[src/rtl/regfile.sv]
// 32 x 32-bit register file with combinational dual read, same-cycle write bypass,
// and a post-reset clear sequencer that zeroes r1..r31 before accepting traffic.
module regfile #(
    parameter int DW = 32,
    parameter int AW = 5
) (
    input  logic          clk,
    input  logic          reset_n,
    input  logic          we_i,
    input  logic [AW-1:0] waddr_i,
    input  logic [DW-1:0] wdata_i,
    input  logic          re1_i,
    input  logic [AW-1:0] raddr1_i,
    input  logic          re2_i,
    input  logic [AW-1:0] raddr2_i,
    output logic [DW-1:0] rdata1_o,
    output logic [DW-1:0] rdata2_o,
    output logic          init_busy_o
);

    typedef enum logic {
        CLEAR = 1'b0,
        READY = 1'b1
    } state_t;

    localparam logic [AW-1:0] LAST_IDX  = {AW{1'b1}};
    localparam logic [AW-1:0] FIRST_IDX = {{(AW-1){1'b0}}, 1'b1};
    localparam logic [AW-1:0] ZERO_ADDR = {AW{1'b0}};

    state_t          state_q;
    logic [AW-1:0]   clr_idx_q;
    logic [AW-1:0]   clr_idx_d;
    logic            init_busy_q;
    logic            wr_en_s;
    logic [DW-1:0]   mem_q [2**AW];

    // r0 reads as zero by construction; blocked reads also return zero
    function automatic logic [DW-1:0] read_port(
        input logic          blocked,
        input logic          en,
        input logic [AW-1:0] addr,
        input logic          we,
        input logic [AW-1:0] waddr,
        input logic [DW-1:0] wdata,
        input logic [DW-1:0] stored
    );
        logic [DW-1:0] val;
        if (blocked) begin
            val = {DW{1'b0}};
        end else if (!en) begin
            val = {DW{1'b0}};
        end else if (addr == ZERO_ADDR) begin
            val = {DW{1'b0}};
        end else if (we && (waddr == addr)) begin
            val = wdata;
        end else begin
            val = stored;
        end
        return val;
    endfunction

    // Next clear index and write qualification
    always_comb begin
        clr_idx_d = clr_idx_q + FIRST_IDX;
        wr_en_s   = we_i && (waddr_i != ZERO_ADDR) && (state_q == READY) && !reset_n;
    end

    // Clear sequencer: restarts on every reset edge, walks r1..r31 once
    always_ff @(posedge clk) begin
        if (reset_n) begin
            state_q     <= CLEAR;
            clr_idx_q   <= FIRST_IDX;
            init_busy_q <= 1'b1;
        end else begin
            case (state_q)
                CLEAR: begin
                    if (clr_idx_q == LAST_IDX) begin
                        state_q     <= READY;
                        init_busy_q <= 1'b0;
                    end else begin
                        clr_idx_q   <= clr_idx_d;
                    end
                end
                READY: begin
                    state_q <= READY;
                end
                default: begin
                    state_q     <= CLEAR;
                    clr_idx_q   <= FIRST_IDX;
                    init_busy_q <= 1'b1;
                end
            endcase
        end
    end

    // Storage: clearing has priority, writes only land once READY
    always_ff @(posedge clk) begin
        if (!reset_n) begin
            if (state_q == CLEAR) begin
                mem_q[clr_idx_q] <= {DW{1'b0}};
            end else if (wr_en_s) begin
                mem_q[waddr_i] <= wdata_i;
            end
        end
    end

    // Combinational read ports with write bypass
    always_comb begin
        rdata1_o = read_port(reset_n || init_busy_q, re1_i, raddr1_i,
                             we_i, waddr_i, wdata_i, mem_q[raddr1_i]);
        rdata2_o = read_port(reset_n || init_busy_q, re2_i, raddr2_i,
                             we_i, waddr_i, wdata_i, mem_q[raddr2_i]);
    end

    assign init_busy_o = init_busy_q;

endmodule

[config.mk]
export PLATFORM = sky130hd
export DESIGN_NAME = regfile
export DESIGN_NICKNAME = d
export VERILOG_FILES = /design/src/rtl/regfile.sv
export SDC_FILE = /design/constraint.sdc
export NUM_CORES = 1
export LEC_CHECK = 0
export CAP_MARGIN = 10
export CORE_ASPECT_RATIO = 0.75
export CORE_UTILIZATION = 41
export CTS_BUF_LIST = sky130_fd_sc_hd__clkbuf_4 sky130_fd_sc_hd__clkbuf_8
export DETAILED_ROUTE_END_ITERATION = 10
export DONT_BUFFER_PORTS = 1
export GPL_TIMING_DRIVEN = 0
export PLACE_DENSITY_LB_ADDON = 0.05
export SLEW_MARGIN = 20
export SYNTH_ARGS = -nofsm -noshare
export SYNTH_HDL_FRONTEND = slang
export SYNTH_SLANG_ARGS = --single-unit
export TNS_END_PERCENT = 100
[constraint.sdc]
create_clock -name clk -period 3.2 [get_ports clk]
set_input_delay 0.64 -clock clk [delete_from_list [all_inputs] [get_ports clk]]
set_output_delay 0.64 -clock clk [all_outputs]
set_load 0.02 [all_outputs]
==> results.toml <==
[synth]
synth_edf_count = 1024
syn_area_sq_um = 49500
synthCells = 2881
synth-seq-cells = 1031
yosysSeqAreaShare_pct = 62.4
synthesis.nets = 2935
synthFlopType = "edfxtp_1"
ys_types = 58
ys_async_sr_fraction_pct = 0
syn_avg_cell_area_sq_um = 17.2
yosys_warnings = 0

[grt]
use_met3_pct = 13.3
grt_pass1_vias = 32300
track_usage_pct = 37.3
grt_pass1_wl_mm = 298
grt_util_met2_pct = 51.5
busiest_layer = "met1"
antenna_found_initial = 17
grt_start_max_net_pins = 33
grt_util_met1_pct = 52.5
overflow = 0

[timing]
finClkSkew_ps = 44.0
min_period_ps = 3510
hold_violations = 0
post-route-period-util_pct = 110
setup_viol = 77
slew_headroom_pct = 7.87
tightest_slew_ps = 1380
rsz0062_at_grt = "true"
layout_setup_ws_ps = -308
report.final.slew_viol_count = 0
hold_slack_ps = 89.6
fmax_ghz = 0.285

[floorplanning]
rows = 109
die-area_sq_um = 122000
die_h_um = 303
io_pins = 117
design.core.area_sq_um = 119000
die_w_um = 403
initial_utilization_pct = 41.7

[cells_and_area]
fin_cells = 4978
area_delta_synth_final_pct = 28.3
drive_gt1_share_pct = 46.3
fin_util_pct = 53.5
finalInstanceArea_sq_um = 63500
fin_nets = 3292

[worst_hold_path]
hold_start = "reset_n"
hold_end = "clr_idx_q[3]"
hold_path.class = "input pin to flop"
holdPathStages = 2

[flow_run]
max-cap-violations = 0

[critical_path]
arrival_ps = 2870
required_ps = 2560
r2r_cells = 7
ff2ff_setup_slack_ps = -20
path_class = "input pin to output port"
rr_startpoint = "state_q"
cp-start-kind = "input pin"
cp_max_fo = 10
r2r_end = "mem_q[30][23]"
endpoint_kind = "output port"

[place]
placed_cell_area_sq_um = 53900
io_buffers = 0
routabilityCongestion = 1.05
placedCellCount = 4572
post-dp-hpwl_mm = 164

[drt]
viasPerCell = 6.88
drtIter0Drc = 5230
drt_wl_total_mm = 231
drc_errors = 0
via_count = 34200
wl_per_cell_um = 46.4
antenna_left = 0
first_pass_iters = 6

[clocking]
cts.sinks = 1031
clk_latency_ps = 960
clk_pin_slew_ps = 60
cts_tree = "yes"
h-tree-depth = 4
ctsLongestPathBuffers = 3
root_buffer = "clkbuf_8"
numCtsBuffers = 169

[outcome]
violations = "negative setup slack"
outcome = "finished, violations left"

[pwr]
cellLeakagePower_nw = 19.7
ir_drop_uv = 402
powerDensity_nw_per_um2 = 476
power_mw = 30.2
[placed cells by master, fill, tap and decap left out, types with 20 or more instances in the layout]
master and count:
o221a_4 39, nor2b_1 20, clkbuf_8 182, nor3_4 31
clkbuf_2 38, a31oi_4 22, buf_4 106, a21oi_1 44
clkinv_1 41, mux2_2 53, a211oi_4 40, nand2_1 36
clkbuf_4 88, o21ai_2 23, buf_8 23, a22oi_1 32
buf_12 63, nor2b_4 34, nor2_4 34, mux4_2 320
buf_6 28, a22oi_2 36, o22ai_1 95, nand3_1 27
mux2i_4 55, and2_2 23, mux2i_1 330, edfxtp_1 1024
buf_16 85
[worst max path at each step]
stage	startpoint	endpoint	depth (start not counted)
after global placement	waddr_i[0]	mem_q[1][21]	5
after global routing	mem_q[5][10]	rdata2_o[10]	5
after CTS	mem_q[21][19]	rdata1_o[19]	4
after floorplan	waddr_i[0]	mem_q[24][0]	6
final	raddr1_i[2]	rdata1_o[15]	6
after detailed placement	raddr1_i[2]	rdata1_o[24]	7
[where the power goes]
part	switching [mW]	internal, mW
combinational	2.45	1.52
clock	5.66	5.71
sequential	0.0682	14.8
total	8.18	22.0
[cells by family after synthesis]
kind of cell,count (synthesis),synth area share (%)
muxes,778,24.0
xor gates and xnor gates,13,0.230
and+or+nand+nor,296,3.17
buffers and inverters,250,2.96
AOI/OAI and AO/OA,511,7.20
adders and majority gates,2,0.0506
DFF,1031,62.4
[repair_timing]
| action | CTS | global route |
|---|---|---|
| gates resized for setup | 1016 | 178 |
| hold buffers | 2 | 0 |
| gates cloned | 6 | 10 |
| hold endpoints to repair | 3 | 0 |
| setup endpoints to repair | 781 | 255 |
| setup buffers | 39 | 52 |
| pin swaps | 182 | 122 |
[layout make-up]
class,count,area (sq um)
flip-flops and latches,1031,30900
fillers,9427,55300
inverters,3,11.3
multi-input cells,1600,21300
clock inverters,70,377
repair buffers,190,3290
clock buffers,227,2770
well taps,1609,2010
diodes,5,12.5
plain buffers,243,2850
[per-layer routing]
metal | share of wire [%] | routed length (um)
met1 | 40 | 92200
met2 | 41 | 94600
met3 | 14 | 32100
met4 | 5.1 | 11800
met5 | 0.018 | 41
[cell usage after synthesis, types with 13 or more instances]
master | count | share of area [%]
nor2b_1 | 58 | 0.73
buf_6 | 31 | 0.71
a21oi_1 | 65 | 0.66
nor2_1 | 45 | 0.34
a41oi_1 | 15 | 0.27
a22oi_1 | 68 | 1.0
o22ai_1 | 114 | 1.4
a211oi_1 | 43 | 0.65
mux4_2 | 320 | 15
nor3_1 | 51 | 0.52
buf_2 | 57 | 0.58
o221a_2 | 16 | 0.36
clkbuf_1 | 104 | 0.79
and2_1 | 34 | 0.43
buf_1 | 13 | 0.099
o211ai_1 | 18 | 0.27
o221a_1 | 23 | 0.52
mux2_2 | 54 | 1.2
a31oi_1 | 27 | 0.34
nand3_1 | 31 | 0.31
buf_4 | 35 | 0.53
nand2_1 | 42 | 0.32
mux2i_1 | 404 | 8.2
edfxtp_1 | 1024 | 62
o21ai_0 | 70 | 0.71
o221ai_1 | 21 | 0.37
[flip-flops by register name, indices dropped and copies added (netlist names)]
| signal | flops |
|---|---|
| clr_idx_q | 5 |
| state_q | 1 |
| mem_q | 1024 |
| init_busy_o | 1 |
[stage by stage]
stage | TNS (ps) | setup slack, ps
floorplan | -63870 | -258
global placement | -3747250 | -2840
detailed placement | -1052100 | -1940
CTS | -10010 | -266
global route | -10040 | -286
finish | -11510 | -308
[worst max-delay path, cell delays in order]
cell      delay, ps
buf_2           320
buf_2           410
mux4_2          310
mux2i_4         130
a211oi_4        670
o221a_4         350
No activity file was read; power rests on OpenSTA's default activity.
==> patch 1, RTL diff (same settings) <==
The parameter `DW` goes from 32 to 24.
--- a/src/rtl/regfile.sv
+++ b/src/rtl/regfile.sv
@@ -1,7 +1,7 @@
 // 32 x 32-bit register file with combinational dual read, same-cycle write bypass,
 // and a post-reset clear sequencer that zeroes r1..r31 before accepting traffic.
 module regfile #(
-    parameter int DW = 32,
+    parameter int DW = 24,
     parameter int AW = 5
 ) (
     input  logic          clk,
Interface: changed (resized rdata1_o, rdata2_o and wdata_i); port bits go from 117 to 93. The function was not compared with the original's and may differ.
==> patch 1 against the unedited design <==
The run still ends with setup timing left; setup slack better by 29 ps; sequential cell count down 256; routed wire length down 39%; synthesized cell count down 31%; power down 27%; final area down 28%; register-to-register slack better by 90 ps; synthesized area down 26%.
==> patch 1: results (changes against the unedited design) <==
- Synth cell count leaders: edfxtp_1 (768), mux4_2 (330), mux2i_1 (130) (was edfxtp_1 (1,024), mux2i_1 (404), mux4_2 (320))
- Post-Place Setup Slack: -1580 ps (was -1940 ps)
- Vias in the first global route: 23,200 (was 32,300)
- Nets: 2,309 (was 3,292)
- Post-DP HPWL: 96,300 um (was 164,000 um)
- Status: finished with violations (unchanged)
- TritonRoute pass-1 iters: 5 (was 6)
- Final Skew: 34.4 ps (was 44.0 ps)
- CP max stage delay: 450 ps (was 670 ps)
- Setup violations, final: 48 (was 77)
- Worst R2R Setup Slack: 70 ps (was -20 ps)
- Largest regs: mem_q (768), clr_idx_q (5) (was mem_q (1024), clr_idx_q (5))
- Synth cell types: 52 (was 58)
- Reg2reg end: mem_q[26][19] (was mem_q[30][23])
- Setup WS post-layout: -279 ps (was -308 ps)
- Gpl congestion: 0.918 (was 1.05)
- CTS buffer count: 132 (was 169)
- Total wire length: 140,000 um (was 231,000 um)
- Violated checks: setup timing (unchanged)
- Synthesized instance count: 1,978 (was 2,881)
- Slowest cell on crit path: or3b_4 (was a211oi_4)
- Placed Instances: 3,168 (was 4,572)
- Initial antenna violation count: 6 (was 17)
- Reg2Reg Depth: 8 (was 7)
- DR WL/cell: 39.9 um (was 46.4 um)
- First-pass GRT wire length: 190,000 um (was 298,000 um)
- Synth Net Count: 2,024 (was 2,935)
- Worst-Skew Late Latency: 800 ps (was 960 ps)
- Post-synth EDFFs: 768 (was 1,024)
- Via-per-instance ratio: 6.65 (was 6.88)
- Register area share after synthesis: 63.1% (was 62.4%)
==> patch 1: per-stage QoR <==
step | power [W] | cell area, um^2 | utilization (%) | hold slack (ps)
2_1_floorplan | 0.0124 | 36800 | - | 504
5_1_grt | 0.0225 | 45500 | 51.6 | 238
3_3_place_gp | 0.0130 | 38200 | 43.3 | 561
6_report | 0.0220 | 45500 | 51.6 | 230
4_1_cts | 0.0220 | 44500 | 50.4 | 175
3_5_place_dp | 0.0131 | 39300 | 44.5 | 565
==> patch 1: repair_timing <==
item | in CTS | in global routing
pin swaps | 72 | 46
setup endpoints to repair | 1259 | 725
gates resized for setup | 612 | 79
buffers inserted | 30 | 79
cloned | 7 | 2
==> patch 1: worst max path at each step <==
stage                     start             to  slack [ps]  cells past startpoint
finish              init_busy_o    rdata2_o[2]        -280                      7
global route        init_busy_o   rdata1_o[11]        -280                      6
CTS                 mem_q[4][2]    rdata2_o[2]        -260                      4
detailed placement  raddr1_i[1]   rdata1_o[14]       -1580                      8
global placement     waddr_i[1]  mem_q[11][13]       -2640                      7
floorplan            waddr_i[3]   mem_q[16][0]        -340                      7
==> patch 1: layer usage <==
| layer | wire (um) | up-vias | global-route usage [%] | part of all wire (%) |
|---|---|---|---|---|
| met5 | 20 | - | 0 | 0.014 |
| met1 | 60400 | 12700 | 45.5 | 43 |
| met4 | 2520 | 2 | 7.49 | 1.8 |
| met3 | 17800 | 175 | 11.1 | 13 |
| li1 | - | 9067 | - | - |
| met2 | 59300 | 1403 | 43.7 | 42 |
==> patch 1: cells by family (layout without fill, tap and decap cells) <==
group / Yosys count / in the layout / synth area share (%)
xor+xnor: 13 / 13 / 0.310
fa+ha+maj: 2 / 2 / 0.0681
flops: 775 / 775 / 63.1
mux: 518 / 518 / 25.5
buf+inv: 168 / 549 / 2.18
simple gates: 183 / 183 / 2.62
other cells: 0 / 1 / 0
compound gates: 319 / 319 / 6.13
==> patch 1: report_power, final <==
| group | total, W | switching [W] | leakage (nW) | internal (W) |
|---|---|---|---|---|
| logic | 0.00202 | 0.00118 | 6.41 | 0.000839 |
| registers | 0.0112 | 0.0000495 | 6.28 | 0.0111 |
| clock network | 0.00880 | 0.00421 | 1.32 | 0.00460 |
| total | 0.0220 | 0.00543 | 14.0 | 0.0165 |
==> patch 1: area by class of cell <==
type	instances	area (um^2)
Buffer	156	1780
Antenna cell	1	2.50
Sequential cell	775	23200
Fill cell	7105	42700
Inverter	6	27.5
Tap cell	1152	1440
Timing Repair Buffer	157	2070
Clock buffer	180	2230
Clock inverter	50	265
Multi-Input combinational cell	1035	14500
==> patch 1: critical path, delay by kind of cell, from the launching register on <==
kind / cells / cell delay (ps)
flip-flops: 1 / 380
AO/OA/AOI/OAI: 3 / 720
buffers and inverters: 2 / 360
AND/OR/NAND/NOR: 2 / 590
==> patch 2, RTL diff (config.mk and constraints unchanged) <==
Made on the original files. Register the input `raddr1_i` before use. The logic sees it one clock later. The other inputs are not delayed to match.
--- a/src/rtl/regfile.sv
+++ b/src/rtl/regfile.sv
@@ -26,6 +26,12 @@
     localparam logic [AW-1:0] LAST_IDX  = {AW{1'b1}};
     localparam logic [AW-1:0] FIRST_IDX = {{(AW-1){1'b0}}, 1'b1};
     localparam logic [AW-1:0] ZERO_ADDR = {AW{1'b0}};
+
+    logic [AW-1:0] raddr1_q;
+
+    always_ff @(posedge clk) begin
+        raddr1_q <= raddr1_i;
+    end
 
     state_t          state_q;
     logic [AW-1:0]   clr_idx_q;
@@ -106,8 +112,8 @@
 
     // Combinational read ports with write bypass
     always_comb begin
-        rdata1_o = read_port(reset_n || init_busy_q, re1_i, raddr1_i,
-                             we_i, waddr_i, wdata_i, mem_q[raddr1_i]);
+        rdata1_o = read_port(reset_n || init_busy_q, re1_i, raddr1_q,
+                             we_i, waddr_i, wdata_i, mem_q[raddr1_q]);
         rdata2_o = read_port(reset_n || init_busy_q, re2_i, raddr2_i,
                              we_i, waddr_i, wdata_i, mem_q[raddr2_i]);
     end
Function: same outputs for any inputs over 4 cycles, from zero or initial values and one cycle with reset_n high; that may be too few to reach the edited logic, so the function may still have changed.
==> patch 2 against the unedited design <==
The flow still finishes with violations (setup timing); sequential cell count up 5; synthesized area up 0.48%; setup slack worse by 470 ps; register-to-register slack better by 70 ps; non-clock buffer count down 19; die area up 0.48%; global-route usage down 1.8 points; final area down 1.1%; power up 1.2%; final cell count down 0.10%; worst hold slack better by 3.4 ps; utilization down 1.2 points; routed wire length down 4.5%; critical path depth unchanged; critical path type is now reg2out.
==> patch 2: results (changes against the unedited design) <==
- Worst-Skew Late Latency: 930 ps (was 960 ps)
- Clock root cell: clkbuf_8 (unchanged)
- Initial antenna violation count: 7 (was 17)
- Post-DP HPWL: 150,000 um (was 164,000 um)
- Synth top area cells: edfxtp_1 (62%), mux4_2 (14%), mux2i_1 (9.5%) (was edfxtp_1 (62%), mux4_2 (15%), mux2i_1 (8.2%))
- Post-Place Setup Slack: -1930 ps (was -1940 ps)
- Via count: 34,000 (was 34,200)
- Setup WS post-layout: -775 ps (was -308 ps)
- Final Skew: 28.4 ps (was 44.0 ps)
- TritonRoute pass-1 iters: 6 (unchanged)
- Register area share after synthesis: 62.3% (was 62.4%)
- Synth Net Count: 2,918 (was 2,935)
- Nets: 3,258 (was 3,292)
- Post-CTS Setup Inserts: 51 (was 39)
- Setup violations, final: 63 (was 77)
- Leakage: 19.7 nW (about the same)
- First-pass GRT wire length: 289,000 um (was 298,000 um)
- Post-synth EDFFs: 1,024 (unchanged)
- CTS buffer count: 172 (was 169)
- Synth cell types: 53 (was 58)
- Met3 wire len: 32,900 um (was 32,100 um)
- Fillers: 9,537 (was 9,427)
- Initial DRC count: 5,052 (was 5,230)
- WP data arrival: 3330 ps (was 2870 ps)
- Setup TNS: -25,090 ps (was -11,510 ps)
- Global Route Usage Sum: 35.6% (was 37.3%)
- Highest Signal Layer: met5 (unchanged)
- Total wire length: 221,000 um (was 231,000 um)
- Grt met1 use: 49.0% (was 52.5%)
- Worst hold path depth: 2 (unchanged)
- DR WL/cell: 44.3 um (was 46.4 um)
- Largest regs: mem_q (1024), clr_idx_q (5), raddr1_q (5) (was mem_q (1024), clr_idx_q (5))
- Reg2Reg Depth: 5 (was 7)
- Syn Area/Cell: 17.4 um^2 (was 17.2 um^2)
- M2 GR Usage: 48.9% (was 51.5%)
- Async SR Flop Fraction: 0% (unchanged)
- Post-cts resize count: 918 (was 1,016)
- Gpl congestion: 0.949 (was 1.05)
- Met2 routed WL: 89,900 um (was 94,600 um)
- Placed Area: 53,400 um^2 (was 53,900 um^2)
- Clk slew on worst S/H paths: 60 ps (about the same)
- GR Util met3: 15.4% (was 13.3%)
- Status: finished with violations (unchanged)
- M1 WL: 88,100 um (was 92,200 um)
- Post-CTS Hold Fix Bufs: 5 (was 2)
- Worst vdd ir: 0.000400 V (was 0.000402 V)
- Max Cap Violations: 0 (unchanged)
- Worst slew pin tran: 1070 ps (was 1380 ps)
- Placed Instances: 4,547 (was 4,572)
- Synth cell count leaders: edfxtp_1 (1,024), mux2i_1 (473), mux4_2 (320) (was edfxtp_1 (1,024), mux2i_1 (404), mux4_2 (320))
- Vias in the first global route: 32,900 (was 32,300)
- Violated checks: setup timing (unchanged)
- Share of layout cells above drive strength 1: 42.3% (was 46.3%)
- Critical-path maximum fanout: 10 (unchanged)
[patch 2: cell count changes after synthesis, sizes merged, moves of 22 or more]
| cell | change |
|---|---|
| a31oi | -22 |
| a21oi | -32 |
| mux2i | +69 |
| mux2 | -54 |
| nand3 | -28 |
| o221ai | +36 |
[patch 2: worst max-delay path, cell delays in order (launching register included)]
cell and delay (ps):
dfxtp_2 430, buf_8 260, buf_6 280, buf_6 350, mux2i_4 140, a211oi_4 480, o221a_4 360
[patch 2: final timing paths]
kind	startpoint	to	slack, ps
worst min register to register	init_busy_o	init_busy_o	580
worst max register to register	state_q	mem_q[2][22]	50
worst max-delay path	raddr1_q[1]	rdata1_o[8]	-770
worst min-delay path	reset_n	state_q	90
[patch 2: layout make-up]
class | count | share of cell area (%)
Multi-Input combinational cell | 1580 | 32.8
Buffer | 242 | 4.77
Antenna cell | 8 | 0.0319
Timing Repair Buffer | 172 | 4.40
Clock buffer | 243 | 4.72
Tap cell | 1624 | 3.24
Clock inverter | 68 | 0.656
Sequential cell | 1036 | 49.4
[patch 2: where the power goes]
group / internal [W] / total, W / switching [W]
clock network: 0.00627 / 0.0120 / 0.00576
logic: 0.00142 / 0.00361 / 0.00220
registers: 0.0148 / 0.0149 / 0.0000703
[patch 2: metrics by stage]
stage	hold slack [ps]	power, W	utilization [%]
after detailed placement	577	0.0179	44.5
final	93.0	0.0306	52.2
after floorplan	521	0.0167	-
after global placement	572	0.0178	43.1
after CTS	41.6	0.0303	51.1
after global routing	138	0.0312	52.2
[patch 2: cells by family after synthesis]
family	synth area share (%)
xor gates and xnor gates	0.229
buffers and inverters	3.04
and+or+nand+nor	3.17
AOI/OAI and AO/OA	7.16
muxes	24.0
DFF	62.3
adders and majority gates	0.0503
